[src/rtl/pcs_rx_link_ctrl_pkg.sv]
// Shared types, widths and saturating arithmetic for the 10GBASE-R RX link controller.
// Pure declarations: no latency, no flow control.
package pcs_rx_link_ctrl_pkg;

  localparam int LINK_STATE_W = 3;
  localparam int RETRAIN_W    = 8;

  typedef enum logic [LINK_STATE_W-1:0] {
    ST_IDLE        = 3'd0,
    ST_SERDES_RST  = 3'd1,
    ST_WAIT_LOCK   = 3'd2,
    ST_WAIT_STABLE = 3'd3,
    ST_LINK_UP     = 3'd4,
    ST_LINK_DOWN   = 3'd5
  } link_state_e;

  // Callers size-cast operands up to 32 bits and cast the result back down.
  function automatic logic [31:0] sat_add(input logic [31:0] a,
                                          input logic [31:0] b,
                                          input logic [31:0] max_val);
    logic [32:0] sum;
    sum = {1'b0, a} + {1'b0, b};
    return (sum > {1'b0, max_val}) ? max_val : sum[31:0];
  endfunction

endpackage

[src/rtl/pcs_link_timer.sv]
// Loadable up-counter with clear and terminal-count compare, shared by the timed FSM phases.
// Latency: count updates one cycle after clr/load/inc; tc_hit is combinational on the count. No backpressure.
module pcs_link_timer #(
  parameter int W = 10
) (
  input  logic         clk,
  input  logic         rst,
  input  logic         clr,
  input  logic         load,
  input  logic [W-1:0] load_val,
  input  logic         inc,
  input  logic [W-1:0] tc_val,
  output logic         tc_hit
);

  logic [W-1:0] cnt_q;
  logic [W-1:0] cnt_d;

  always_comb begin
    cnt_d = cnt_q;
    if (clr) begin
      cnt_d = '0;
    end else if (load) begin
      cnt_d = load_val;
    end else if (inc) begin
      cnt_d = cnt_q + 1'b1;
    end
  end

  always_ff @(posedge clk or posedge rst) begin
    if (rst) begin
      cnt_q <= '0;
    end else begin
      cnt_q <= cnt_d;
    end
  end

  assign tc_hit = (cnt_q == tc_val);

endmodule

[src/rtl/pcs_rx_link_ctrl.sv]
// RX link bring-up/retrain sequencer; registered outputs, 1-cycle latency, no backpressure.
// Optional link-change interrupt enabled by defining PCS_RX_LINK_CTRL_IRQ_EN.
module pcs_rx_link_ctrl
  import pcs_rx_link_ctrl_pkg::*;
#(
  parameter int RESET_CYCLES  = 16,
  parameter int LOCK_TIMEOUT  = 1024,
  parameter int STABLE_CYCLES = 125,
  parameter int ERR_ACC_WIDTH = 16
) (
  input  logic                     rx_clk,
  input  logic                     rx_rst,
  input  logic                     cfg_enable,
  input  logic                     rx_block_lock,
  input  logic                     rx_high_ber,
  input  logic                     serdes_rx_reset_req,
  input  logic [6:0]               rx_error_count,
  input  logic                     err_clear,
`ifdef PCS_RX_LINK_CTRL_IRQ_EN
  input  logic                     irq_clear,
  output logic                     link_irq,
`endif
  output logic                     serdes_rx_reset,
  output logic                     link_up,
  output logic [LINK_STATE_W-1:0]  link_state,
  output logic [RETRAIN_W-1:0]     retrain_count,
  output logic [ERR_ACC_WIDTH-1:0] err_accum
);

  localparam int TMR_MAX_A = (RESET_CYCLES > LOCK_TIMEOUT) ? RESET_CYCLES : LOCK_TIMEOUT;
  localparam int TMR_MAX   = (TMR_MAX_A > STABLE_CYCLES) ? TMR_MAX_A : STABLE_CYCLES;
  localparam int TMR_W     = $clog2(TMR_MAX);

  localparam logic [RETRAIN_W-1:0]     RETRAIN_MAX = '1;
  localparam logic [ERR_ACC_WIDTH-1:0] ERR_MAX     = '1;

  link_state_e state_q, state_d;

  logic                     serdes_rx_reset_q, serdes_rx_reset_d;
  logic                     link_up_q, link_up_d;
  logic [RETRAIN_W-1:0]     retrain_q, retrain_d;
  logic [ERR_ACC_WIDTH-1:0] err_q, err_d;

  logic             tmr_clr;
  logic             tmr_inc;
  logic             tmr_hit;
  logic [TMR_W-1:0] tmr_tc;
  logic             retrain_inc;

  // One timer serves all timed phases; only the terminal value changes per state.
  always_comb begin
    case (state_q)
      ST_SERDES_RST: tmr_tc = TMR_W'(RESET_CYCLES - 1);
      ST_WAIT_LOCK:  tmr_tc = TMR_W'(LOCK_TIMEOUT - 1);
      default:       tmr_tc = TMR_W'(STABLE_CYCLES - 1);
    endcase
  end

  pcs_link_timer #(
    .W (TMR_W)
  ) u_timer (
    .clk      (rx_clk),
    .rst      (rx_rst),
    .clr      (tmr_clr),
    .load     (1'b0),
    .load_val ('0),
    .inc      (tmr_inc),
    .tc_val   (tmr_tc),
    .tc_hit   (tmr_hit)
  );

  always_ff @(posedge rx_clk or posedge rx_rst) begin
    if (rx_rst) begin
      state_q <= ST_IDLE;
    end else begin
      state_q <= state_d;
    end
  end

  // Disable beats everything; a PHY reset request beats lock; lock beats timeout.
  always_comb begin
    state_d     = state_q;
    tmr_clr     = 1'b0;
    tmr_inc     = 1'b0;
    retrain_inc = 1'b0;
    if (!cfg_enable) begin
      state_d = ST_IDLE;
      tmr_clr = 1'b1;
    end else begin
      case (state_q)
        ST_IDLE: begin
          state_d = ST_SERDES_RST;
          tmr_clr = 1'b1;
        end
        ST_SERDES_RST: begin
          if (tmr_hit) begin
            state_d = ST_WAIT_LOCK;
            tmr_clr = 1'b1;
          end else begin
            tmr_inc = 1'b1;
          end
        end
        ST_WAIT_LOCK: begin
          if (serdes_rx_reset_req) begin
            state_d     = ST_SERDES_RST;
            tmr_clr     = 1'b1;
            retrain_inc = 1'b1;
          end else if (rx_block_lock) begin
            state_d = ST_WAIT_STABLE;
            tmr_clr = 1'b1;
          end else if (tmr_hit) begin
            state_d     = ST_SERDES_RST;
            tmr_clr     = 1'b1;
            retrain_inc = 1'b1;
          end else begin
            tmr_inc = 1'b1;
          end
        end
        ST_WAIT_STABLE: begin
          if (serdes_rx_reset_req) begin
            state_d     = ST_SERDES_RST;
            tmr_clr     = 1'b1;
            retrain_inc = 1'b1;
          end else if (!rx_block_lock) begin
            state_d = ST_WAIT_LOCK;
            tmr_clr = 1'b1;
          end else if (rx_high_ber) begin
            tmr_clr = 1'b1;
          end else if (tmr_hit) begin
            state_d = ST_LINK_UP;
            tmr_clr = 1'b1;
          end else begin
            tmr_inc = 1'b1;
          end
        end
        ST_LINK_UP: begin
          if (!rx_block_lock || rx_high_ber || serdes_rx_reset_req) begin
            state_d = ST_LINK_DOWN;
          end
        end
        ST_LINK_DOWN: begin
          state_d     = ST_SERDES_RST;
          tmr_clr     = 1'b1;
          retrain_inc = 1'b1;
        end
        default: begin
          state_d = ST_IDLE;
          tmr_clr = 1'b1;
        end
      endcase
    end
  end

  always_comb begin
    serdes_rx_reset_d = (state_d == ST_SERDES_RST);
    link_up_d         = (state_d == ST_LINK_UP);

    retrain_d = retrain_q;
    if (retrain_inc) begin
      retrain_d = RETRAIN_W'(sat_add(32'(retrain_q), 32'd1, 32'(RETRAIN_MAX)));
    end

    err_d = err_q;
    if (err_clear) begin
      err_d = '0;
    end else if (state_q == ST_LINK_UP) begin
      err_d = ERR_ACC_WIDTH'(sat_add(32'(err_q), 32'(rx_error_count), 32'(ERR_MAX)));
    end
  end

  always_ff @(posedge rx_clk or posedge rx_rst) begin
    if (rx_rst) begin
      serdes_rx_reset_q <= 1'b0;
      link_up_q         <= 1'b0;
      retrain_q         <= '0;
      err_q             <= '0;
    end else begin
      serdes_rx_reset_q <= serdes_rx_reset_d;
      link_up_q         <= link_up_d;
      retrain_q         <= retrain_d;
      err_q             <= err_d;
    end
  end

  assign serdes_rx_reset = serdes_rx_reset_q;
  assign link_up         = link_up_q;
  assign link_state      = state_q;
  assign retrain_count   = retrain_q;
  assign err_accum       = err_q;

`ifdef PCS_RX_LINK_CTRL_IRQ_EN
  logic link_up_prev_q;
  logic link_irq_q, link_irq_d;

  // Set wins over clear so a link change is never lost to a concurrent acknowledge.
  always_comb begin
    link_irq_d = (link_up_q != link_up_prev_q) | (link_irq_q & ~irq_clear);
  end

  always_ff @(posedge rx_clk or posedge rx_rst) begin
    if (rx_rst) begin
      link_up_prev_q <= 1'b0;
      link_irq_q     <= 1'b0;
    end else begin
      link_up_prev_q <= link_up_q;
      link_irq_q     <= link_irq_d;
    end
  end

  assign link_irq = link_irq_q;
`endif

endmodule

[config.mk]
export PLATFORM = sky130hd
export DESIGN_NAME = pcs_rx_link_ctrl
export DESIGN_NICKNAME = d
export VERILOG_FILES = /design/src/rtl/pcs_rx_link_ctrl_pkg.sv /design/src/rtl/pcs_link_timer.sv /design/src/rtl/pcs_rx_link_ctrl.sv
export SDC_FILE = /design/constraint.sdc
export NUM_CORES = 1
export LEC_CHECK = 0
export BUFFER_PORTS_ARGS = -buffer_cell sky130_fd_sc_hd__buf_2
export CORE_MARGIN = 4
export CORE_UTILIZATION = 49
export CTS_CLUSTER_SIZE = 20
export DETAILED_ROUTE_END_ITERATION = 7
export PLACE_DENSITY = 0.71
export SYNTH_ARGS = -nofsm -noshare
export SYNTH_HDL_FRONTEND = slang
export SYNTH_SLANG_ARGS = --single-unit
[constraint.sdc]
create_clock -name rx_clk -period 6.6 [get_ports rx_clk]
set_input_delay 0.66 -clock rx_clk [delete_from_list [all_inputs] [get_ports rx_clk]]
set_output_delay 0.66 -clock rx_clk [all_outputs]
set_load 0.01 [all_outputs]
==> summary.md, run 1 <==
| Metric | Value |
|---|---|
| Status | `finished clean` |
| Worst-Margin Slew | `0.7746 ns` |
| Clock-pin slew on the worst setup and hold paths | `0.08 ns` |
| Die Y | `81.14 um` |
| Crit path cell chain | `buf_2 > ha_1 > fa_1 > a21oi_1 > o21bai_1 > a21oi_1 > nor3_2 > and4b_1 > nor4_1` |
| Most used cell, CP | `a21oi_1` |
| Yosys Warn Count | `0` |
| Total grt overflow | `0` |
| Switch share | `0.2162` |
| Pwr per Cell Area | `171.5 nW/um^2` |
| Reg2reg end | `err_accum[8]$_DFFE_PP0P_` |
| # hold bufs at CTS | `0` |
| Row cnt | `26` |
| Wire per inst | `14.23 um` |
| Slowest stage cell, crit path | `nor3_2` |
| Number of max-cap violations | `0` |
| Vias in the first global route | `2158` |
| Seq/Total Area, Yosys | `0.3723` |
| RePlAce Congestion | `0.8477` |
| Worst path buffer plus inverter count | `1` |
| Clock sinks | `39` |
| Clock network power share | `0.459` |
| Initial antenna violation count | `0` |
| Maximum clock frequency | `0.3906 GHz` |
| Core region area | `5140 sq um` |
| EDFF count, synth | `0` |
| Inserted Clock Buffers | `5` |
| Area growth syn-to-layout | `14.89%` |
| Final setup violating endpoints | `0` |
| Mapped Cells | `285` |
| Worst EP arrival | `2.76 ns` |
| Post-Syn Nets | `310` |
| Setup slack after layout | `4.040 ns` |
| DP HPWL | `4055 um` |
| Fin. max-slew vios | `0` |
| Worst-skew pair later-pin latency | `0.29 ns` |
| Fin Setup TNS | `0 ns` |
| Internal Pwr Total | `404.8 uW` |
| R2R depth | `8` |
| Worst slack, placed | `3.784 ns` |
| Fill cells | `493` |
| Library cells used by synthesis | `60` |
| # resized after CTS | `0` |
| Netlist Area Pre-Place | `2621 sq um` |
| Critical path class | `input pin to flip-flop` |
| Final hold violation count | `0` |
| Startpoint types | `input pin` |
| Post-DRT Antenna Nets | `0` |
| Max IR drop VDD | `98.14 uV` |
| Part of the power in registers | `0.474` |
| DIE WIDTH | `81.14 um` |
| Setup crit end kind | `flip-flop` |
| Hold Path Class | `input pin to asynchronous set/reset pin` |
| # IOs | `43` |
| Setup Fix Bufs, Post-CTS | `0` |
| NumNets Final | `351` |
| Synthesized area per cell | `9.197 sq um` |
| Pre-Repair DR Iteration Count | `5` |
| Combinational share of power | `0.067` |
| Vias per cell | `5.670` |
| Initial drt markers | `108` |
| Lkg Pwr | `0.001378 uW` |
| Root Driver | `clkbuf_8` |
| Most common cell after layout, fill and taps aside | `buf_2` |
| R2r setup slk | `4.09 ns` |
| Worst clock skew | `0.004804 ns` |
| Tmin final | `2.560 ns` |
| FF-to-FF Start | `err_accum[0]$_DFFE_PP0P_` |
| DRC Markers | `0` |
| Vias | `2251` |
| Seq cells post-synth | `39` |
| Worst Path Max Fanout | `13` |
| Diodes inserted | `0` |
| Share of cells above drive strength 1 | `0.2110` |
| Final wirelength | `5650 um` |
| H-tree Lvls | `2` |
| Most used flip-flop cell after synthesis | `dfrtp_1` |
| Global Route Usage Sum | `0.1916` |
| P_sw | `111.6 uW` |
| Fraction of registers with async set/reset | `1.000` |
| Final worst path period share | `0.3879` |
| First-pass GRT wire length | `9853 um` |
| Crit-path max cell delay | `0.60 ns` |
| Die area | `6584 sq um` |
| RSZ-0062 raised after global routing | `no` |
| Initial Util | `0.5100` |
| CTS tree | `done` |
| Slew headroom | `0.4808` |
| Crit path required time | `6.80 ns` |
| Largest net degree at the start of global routing | `40` |
| Bufs on Longest Clock Path | `2` |
| Commonest cells after routing, fill and taps aside | `buf_2, dfrtp_1, nor2_1, a21oi_1` |
| Port buffer count | `42` |
| Delay-heaviest family, CP | `simple AND/OR/NAND/NOR gates` |
-- power by group through the flow --
stage / Clock, uW / Combinational [uW] / Sequential [uW]
floorplan: 0 / 24.7 / 248
finish: 237 / 34.7 / 245
global route: 254 / 39.8 / 246
CTS: 244 / 35.5 / 245
global placement: 0 / 34.8 / 250
detailed placement: 0 / 35.4 / 250
-- synthesized netlist by cell type (2+ instances only) --
master / n / share of area
o2111ai_4: 2 / 0.020
inv_1: 11 / 0.016
and2_1: 6 / 0.014
clkbuf_1: 2 / 0.0029
nand4_1: 7 / 0.017
dfrtp_1: 39 / 0.37
o21bai_1: 2 / 0.0057
nor3b_2: 2 / 0.0095
a31oi_1: 5 / 0.012
mux2i_1: 2 / 0.0076
o21ai_0: 10 / 0.019
a21o_1: 2 / 0.0057
xor2_1: 9 / 0.030
and3_1: 7 / 0.017
nand2_1: 12 / 0.017
mux2i_4: 2 / 0.017
xnor2_1: 4 / 0.013
ha_1: 10 / 0.048
nor3b_1: 2 / 0.0057
nand3_1: 12 / 0.023
nor2_1: 36 / 0.052
o31a_1: 3 / 0.010
buf_2: 5 / 0.0095
a21oi_1: 24 / 0.046
and4b_1: 3 / 0.011
o211ai_1: 4 / 0.011
o21a_1: 2 / 0.0057
or3_1: 3 / 0.0072
o31ai_1: 2 / 0.0057
a211oi_1: 3 / 0.0086
buf_4: 2 / 0.0057
nor4_1: 2 / 0.0048
nor3_2: 3 / 0.011
nor3_1: 11 / 0.021
nand3b_1: 2 / 0.0057
and4_1: 3 / 0.010
nor2b_1: 6 / 0.014
-- cell type report --
cell class                 instances  area, sq um  area share
clock inverter                     2        60.06     0.01994
tap                               70        87.58     0.02908
clock buffer                       6        72.57     0.02410
inverter                          12        45.04     0.01496
sequential                        39        975.9      0.3241
multi-input combinational        225         1553      0.5156
timing repair buffer              43        217.7     0.07229
-- logic make-up (layout without fill, tap and decap cells) --
family | Yosys count | count (layout) | share of synthesized area
buffers and inverters | 21 | 63 | 0.03532
muxes | 5 | 5 | 0.03055
xor gates and xnor gates | 13 | 13 | 0.04344
DFF | 39 | 39 | 0.3723
AOI/OAI and AO/OA | 72 | 72 | 0.1957
adders and majority gates | 11 | 11 | 0.05537
and+or+nand+nor | 124 | 124 | 0.2673
-- worst max-delay path by stage --
| stage | startpoint | to | slack [ns] | depth (start not counted) |
|---|---|---|---|---|
| floorplan | rx_error_count[0] | err_accum[11]$_DFFE_PP0P_ | 4.13 | 9 |
| finish | rx_error_count[0] | err_accum[8]$_DFFE_PP0P_ | 4.04 | 9 |
| detailed placement | rx_error_count[0] | err_accum[8]$_DFFE_PP0P_ | 3.78 | 9 |
| CTS | rx_error_count[0] | err_accum[8]$_DFFE_PP0P_ | 4.08 | 9 |
| global route | rx_error_count[0] | err_accum[8]$_DFFE_PP0P_ | 3.92 | 9 |
| global placement | rx_error_count[0] | err_accum[8]$_DFFE_PP0P_ | 3.85 | 9 |
-- metrics by stage --
step	hold WS (ns)	total power (uW)	util	area [sq um]	instances
2_1_floorplan	0.5249	272.7	-	2621	285
3_3_place_gp	0.5349	284.3	0.5601	2879	389
3_5_place_dp	0.5369	285.0	0.5601	2879	389
4_1_cts	0.4798	524.6	0.5859	3012	397
5_1_grt	0.5025	539.3	0.5859	3012	397
6_report	0.4675	516.4	0.5859	3012	397
-- metal layers --
layer	vias up	global-route usage	wire, um
li1	1133	-	-
met1	1062	0.2565	2769
met2	54	0.2989	2569
met3	2	0.04767	285
met4	0	0.07264	25
met5	-	0	0
-- worst register-to-register path, delay by kind of cell, from the launching register on --
family | cells | cell delay, ns
simple gates | 3 | 1.10
compound gates | 3 | 0.52
flops | 1 | 0.38
fa+ha+maj | 2 | 0.41
-- state kept, by name, indices dropped and copies added, names as in the netlist --
signal / flops
u_timer.cnt_q: 10
link_state: 3
serdes_rx_reset: 1
retrain_count: 8
link_up: 1
err_accum: 16
Note: power is estimated with default switching activity, not from simulation.
==> run 2: changes to the inputs <==
clock period = 2.63 ns   (was 6.6 ns; I/O delays follow)
==> summary.md, run 2 (synthesis results as in run 1) <==
| Metric | Value |
|---|---|
| Inserted Clock Buffers | `5` |
| Slew headroom | `0.6510` |
| Tmin final | `2.391 ns` |
| CTS tree | `done` |
| Setup Fix Bufs, Post-CTS | `0` |
| Fill cells | `478` |
| Max IR drop VDD | `202.8 uV` |
| Startpoint types | `flip-flop` |
| Lkg Pwr | `0.001412 uW` |
| Row cnt | `26` |
| Worst-Margin Slew | `0.5207 ns` |
| Setup crit end kind | `flip-flop` |
| Reg2reg end | `err_accum[10]$_DFFE_PP0P_` |
| Post-DRT Antenna Nets | `0` |
| RePlAce Congestion | `0.8836` |
| Fin. max-slew vios | `0` |
| DIE WIDTH | `81.14 um` |
| Share of cells above drive strength 1 | `0.2259` |
| Pre-Repair DR Iteration Count | `5` |
| DP HPWL | `4228 um` |
| DRC Markers | `0` |
| Diodes inserted | `0` |
| Fin Setup TNS | `0 ns` |
| Initial Util | `0.5100` |
| Crit path cell chain | `ha_1 > fa_1 > a21oi_1 > o21bai_1 > a21oi_1 > nor3_2 > nor3b_1 > nor4_1` |
| Final wirelength | `5926 um` |
| Slowest stage cell, crit path | `fa_1` |
| Root Driver | `clkbuf_8` |
| Maximum clock frequency | `0.4182 GHz` |
| Max FFs per register | `16` |
| Most used cell, CP | `a21oi_1` |
| Vias in the first global route | `2159` |
| Worst EP arrival | `2.58 ns` |
| RSZ-0062 raised after global routing | `no` |
| Critical path class | `flip-flop to flip-flop` |
| Final setup violating endpoints | `0` |
| Largest net degree at the start of global routing | `40` |
| Wire per inst | `14.74 um` |
| Bufs on Longest Clock Path | `2` |
| Pwr per Cell Area | `403.4 nW/um^2` |
| Initial drt markers | `153` |
| Area growth syn-to-layout | `15.99%` |
| Commonest cells after routing, fill and taps aside | `buf_2, dfrtp_1, nor2_1, a21oi_1` |
| Die Y | `81.14 um` |
| FF-to-FF Start | `err_accum[0]$_DFFE_PP0P_` |
| Post-DP Area | `2917 sq um` |
| Initial antenna violation count | `0` |
| First-pass GRT wire length | `10030 um` |
| Area of the multi-input gates | `1559 sq um` |
| Vias per cell | `5.746` |
| Cell area after layout | `3040 sq um` |
| Sequential cell area | `975.9 sq um` |
| Crit path required time | `2.81 ns` |
| Final hold violation count | `0` |
| Die area | `6584 sq um` |
| Core region area | `5140 sq um` |
| R2R depth | `8` |
| R2r setup slk | `0.24 ns` |
| NumNets Final | `356` |
| Worst Path Max Fanout | `9` |
| Worst-skew pair later-pin latency | `0.29 ns` |
| Global Route Usage Sum | `0.1936` |
| Port buffer count | `42` |
| Clock-pin slew on the worst setup and hold paths | `0.08 ns` |
| H-tree Lvls | `2` |
| Crit-path max cell delay | `0.41 ns` |
| Status | `finished clean` |
| Total grt overflow | `0` |
| Clock sinks | `39` |
| # IOs | `43` |
| Most common cell after layout, fill and taps aside | `buf_2` |
| Vias | `2310` |
| Final worst path period share | `0.9092` |
| Hold Path Class | `input pin to asynchronous set/reset pin` |
| Number of max-cap violations | `0` |
| Worst clock skew | `0.005743 ns` |
==> run 2: changes by cell type in the layout (fill, tap and decap cells not counted) <==
cell       before  now
clkinv_2        0    1
bufinv_16       2    1
nor3_2          3    2
buf_4           1    6
clkbuf_8        5    6
nor3_4          1    2
clkbuf_1        1    0
==> run 2: worst max path at each step <==
stage | slack [ns] | to | from
after detailed placement | 0.23 | err_accum[8]$_DFFE_PP0P_ | rx_error_count[0]
after global routing | 0.02 | err_accum[8]$_DFFE_PP0P_ | err_accum[0]$_DFFE_PP0P_
final | 0.24 | err_accum[10]$_DFFE_PP0P_ | err_accum[0]$_DFFE_PP0P_
after global placement | 0.27 | retrain_count[3]$_DFFE_PP0P_ | link_state[0]$_DFF_PP0_
after CTS | 0.20 | err_accum[8]$_DFFE_PP0P_ | err_accum[0]$_DFFE_PP0P_
after floorplan | 0.40 | err_accum[11]$_DFFE_PP0P_ | err_accum[0]$_DFFE_PP0P_
==> run 2: power by group <==
part           internal [uW]  switching, uW  total (uW)
Combinational           34.0           58.7        92.7
Sequential               604           9.42         613
Clock                    307            213         520
Total                    945            281        1230
==> run 2: timing repair <==
item,CTS,global route
setup endpoints to repair,0,1
hold buffers,0,0
gates resized for setup,0,1
==> run 2: final cells by class <==
cell class              count  area share
inverters                  12     0.01481
flip-flops and latches     39      0.3210
multi-input cells         225      0.5128
well taps                  70     0.02881
clock buffers               6     0.02716
repair buffers             48     0.08395
clock inverters             2     0.01152
==> run 2: per-stage QoR <==
step	total power [uW]	setup slack, ns	hold WS (ns)	instances	utilization
6_report	1226	0.2389	0.07437	402	0.5915
5_1_grt	1281	0.01875	0.1149	402	0.5915
4_1_cts	1241	0.1960	0.09072	402	0.5903
3_5_place_dp	717.6	0.2262	0.4077	394	0.5674
3_3_place_gp	715.4	0.2667	0.4050	394	0.5674
2_1_floorplan	684.4	0.4004	0.4197	285	-
==> run 2: layer usage <==
| layer | GRT usage | vias to the layer above | wire, um |
|---|---|---|---|
| li1 | - | 1137 | - |
| met1 | 0.2650 | 1093 | 2722 |
| met2 | 0.2997 | 72 | 2791 |
| met3 | 0.04102 | 8 | 326 |
| met4 | 0.07432 | 0 | 87 |
| met5 | 0 | - | 0 |
==> run 2: critical path, delay by kind of cell, from the launching register on <==
kind	cells	cell delay (ns)
flops	1	0.39
compound gates	3	0.64
fa+ha+maj	2	0.62
simple gates	3	0.65
==> run 3: changes to the inputs <==
CORE_UTILIZATION = 50   (was 49)
PLACE_DENSITY = 0.72   (was 0.71)
==> summary.md, run 3 (synthesis results as in run 1) <==
| Metric | Value |
|---|---|
| Startpoint types | `flip-flop` |
| DRC Markers | `0` |
| Tmin final | `2.397 ns` |
| Row cnt | `26` |
| Port buffer count | `42` |
| Die area | `6465 sq um` |
| Delay-heaviest family, CP | `simple AND/OR/NAND/NOR gates` |
| Vias in the first global route | `2173` |
| Initial drt markers | `99` |
| Max IR drop VDD | `209.4 uV` |
| Setup Fix Bufs, Post-CTS | `0` |
| Crit path cell chain | `nor3b_2 > mux2i_4 > o2111ai_4 > o21ai_4 > and2_1 > a31oi_1` |
| Clock-pin slew on the worst setup and hold paths | `0.07 ns` |
| Pre-Repair DR Iteration Count | `4` |
| Worst-skew pair later-pin latency | `0.28 ns` |
| Wire per inst | `14.06 um` |
| Pwr per Cell Area | `360.9 nW/um^2` |
| Diodes inserted | `0` |
| NumNets Final | `356` |
| Critical path class | `flip-flop to flip-flop` |
| Worst-Margin Slew | `0.5588 ns` |
| Maximum clock frequency | `0.4173 GHz` |
| Total grt overflow | `0` |
| Worst path buffer plus inverter count | `0` |
| Worst clock skew | `0.005881 ns` |
| Area growth syn-to-layout | `14.61%` |
| Most common cell after layout, fill and taps aside | `buf_2` |
| Largest net degree at the start of global routing | `40` |
| R2r setup slk | `0.23 ns` |
| RSZ-0062 raised after global routing | `no` |
| # IOs | `43` |
| Global Route Usage Sum | `0.1885` |
| Status | `finished clean` |
| CP Launch Point | `link_state[1]$_DFF_PP0_` |
| Vias | `2286` |
| Placed Cells | `394` |
| Fin. max-slew vios | `0` |
| Crit path required time | `2.78 ns` |
| Root Driver | `clkbuf_8` |
| Clock sinks | `39` |
| Die Y | `80.41 um` |
| Post-DP Area | `2917 sq um` |
| Final setup violating endpoints | `0` |
| Final hold violation count | `0` |
| Number of max-cap violations | `0` |
| Post-DRT Antenna Nets | `0` |
| Max FFs per register | `16` |
| Core region area | `5107 sq um` |
| First-pass GRT wire length | `9860 um` |
| Slew headroom | `0.6254` |
| Slowest stage cell, crit path | `dfrtp_1` |
| Commonest cells after routing, fill and taps aside | `buf_2, dfrtp_1, nor2_1, a21oi_1` |
| Hold Path Class | `input pin to asynchronous set/reset pin` |
| DP HPWL | `4236 um` |
| Cell area after layout | `3004 sq um` |
| Initial antenna violation count | `0` |
| Final wirelength | `5651 um` |
| Lkg Pwr | `0.001392 uW` |
| DIE WIDTH | `80.41 um` |
| RePlAce Congestion | `0.8435` |
| Worst EP arrival | `2.55 ns` |
| Share of cells above drive strength 1 | `0.2199` |
| Worst Path Max Fanout | `13` |
| Inserted Clock Buffers | `5` |
| H-tree Lvls | `2` |
| FF-to-FF Start | `link_state[1]$_DFF_PP0_` |
| Setup crit end kind | `flip-flop` |
| Vias per cell | `5.687` |
| # hold bufs at CTS | `0` |
| Final worst path period share | `0.9112` |
| Fin Setup TNS | `0 ns` |
| Bufs on Longest Clock Path | `2` |
| CTS tree | `done` |
| Finished Layout Cells | `402` |
| Crit-path max cell delay | `0.60 ns` |
| Initial Util | `0.5132` |
## run 3: cell types whose count changed in the layout (fill, tap and decap cells not counted), sizes merged
cell    before  now
bufinv       1    0
clkbuf       6    7
## run 3: final timing paths
check | to | depth (start not counted)
worst min-delay path | u_timer.cnt_q[6]$_DFFE_PP0P_ | 3
max in group asynchronous | err_accum[10]$_DFFE_PP0P_ | 3
worst max register to register | retrain_count[2]$_DFFE_PP0P_ | 6
min in group rx_clk | err_accum[13]$_DFFE_PP0P_ | 2
worst min register to register | retrain_count[6]$_DFFE_PP0P_ | 1
worst max-delay path | retrain_count[2]$_DFFE_PP0P_ | 6
## run 3: worst register-to-register path, delay by kind of cell (launching register included)
kind | cells | cell delay, ns
compound gates | 3 | 0.64
simple gates | 2 | 0.67
mux | 1 | 0.36
flops | 1 | 0.60
## run 3: per-layer routing
layer	up-vias	GRT usage	part of all wire
met5	-	0	0
met4	0	0.05236	0.0097
met3	6	0.02803	0.050
met2	58	0.2980	0.47
met1	1078	0.2676	0.47
li1	1144	-	-
## run 3: per-stage QoR
stage          setup WS (ns)  total power [uW]  hold WS, ns  utilization
2_1_floorplan         0.4004             684.4       0.4197            -
3_3_place_gp          0.2882             715.1       0.4088       0.5710
3_5_place_dp          0.2112             717.1       0.4135       0.5710
4_1_cts               0.1706              1103       0.1034       0.5870
5_1_grt              0.01479              1144       0.1347       0.5882
6_report              0.2335              1084      0.08776       0.5882
## run 3: what timing repair did
item | 4_1_cts | 5_1_grt
resized for setup | 0 | 1
setup endpoints to repair | 0 | 1
endpoints found under the hold margin | 0 | 0
## run 3: cell type report
class | count | area (sq um)
clock inverters | 1 | 5.005
clock buffers | 7 | 76.32
fillers | 469 | 2103
inverters | 12 | 45.04
well taps | 70 | 87.58
repair buffers | 48 | 255.2
multi-input cells | 225 | 1559
flip-flops and latches | 39 | 975.9
## run 3: power by group
| part | internal (uW) | switching, uW |
|---|---|---|
| sequential | 604 | 9.29 |
| clock | 186 | 194 |
| combinational | 33.6 | 57.5 |
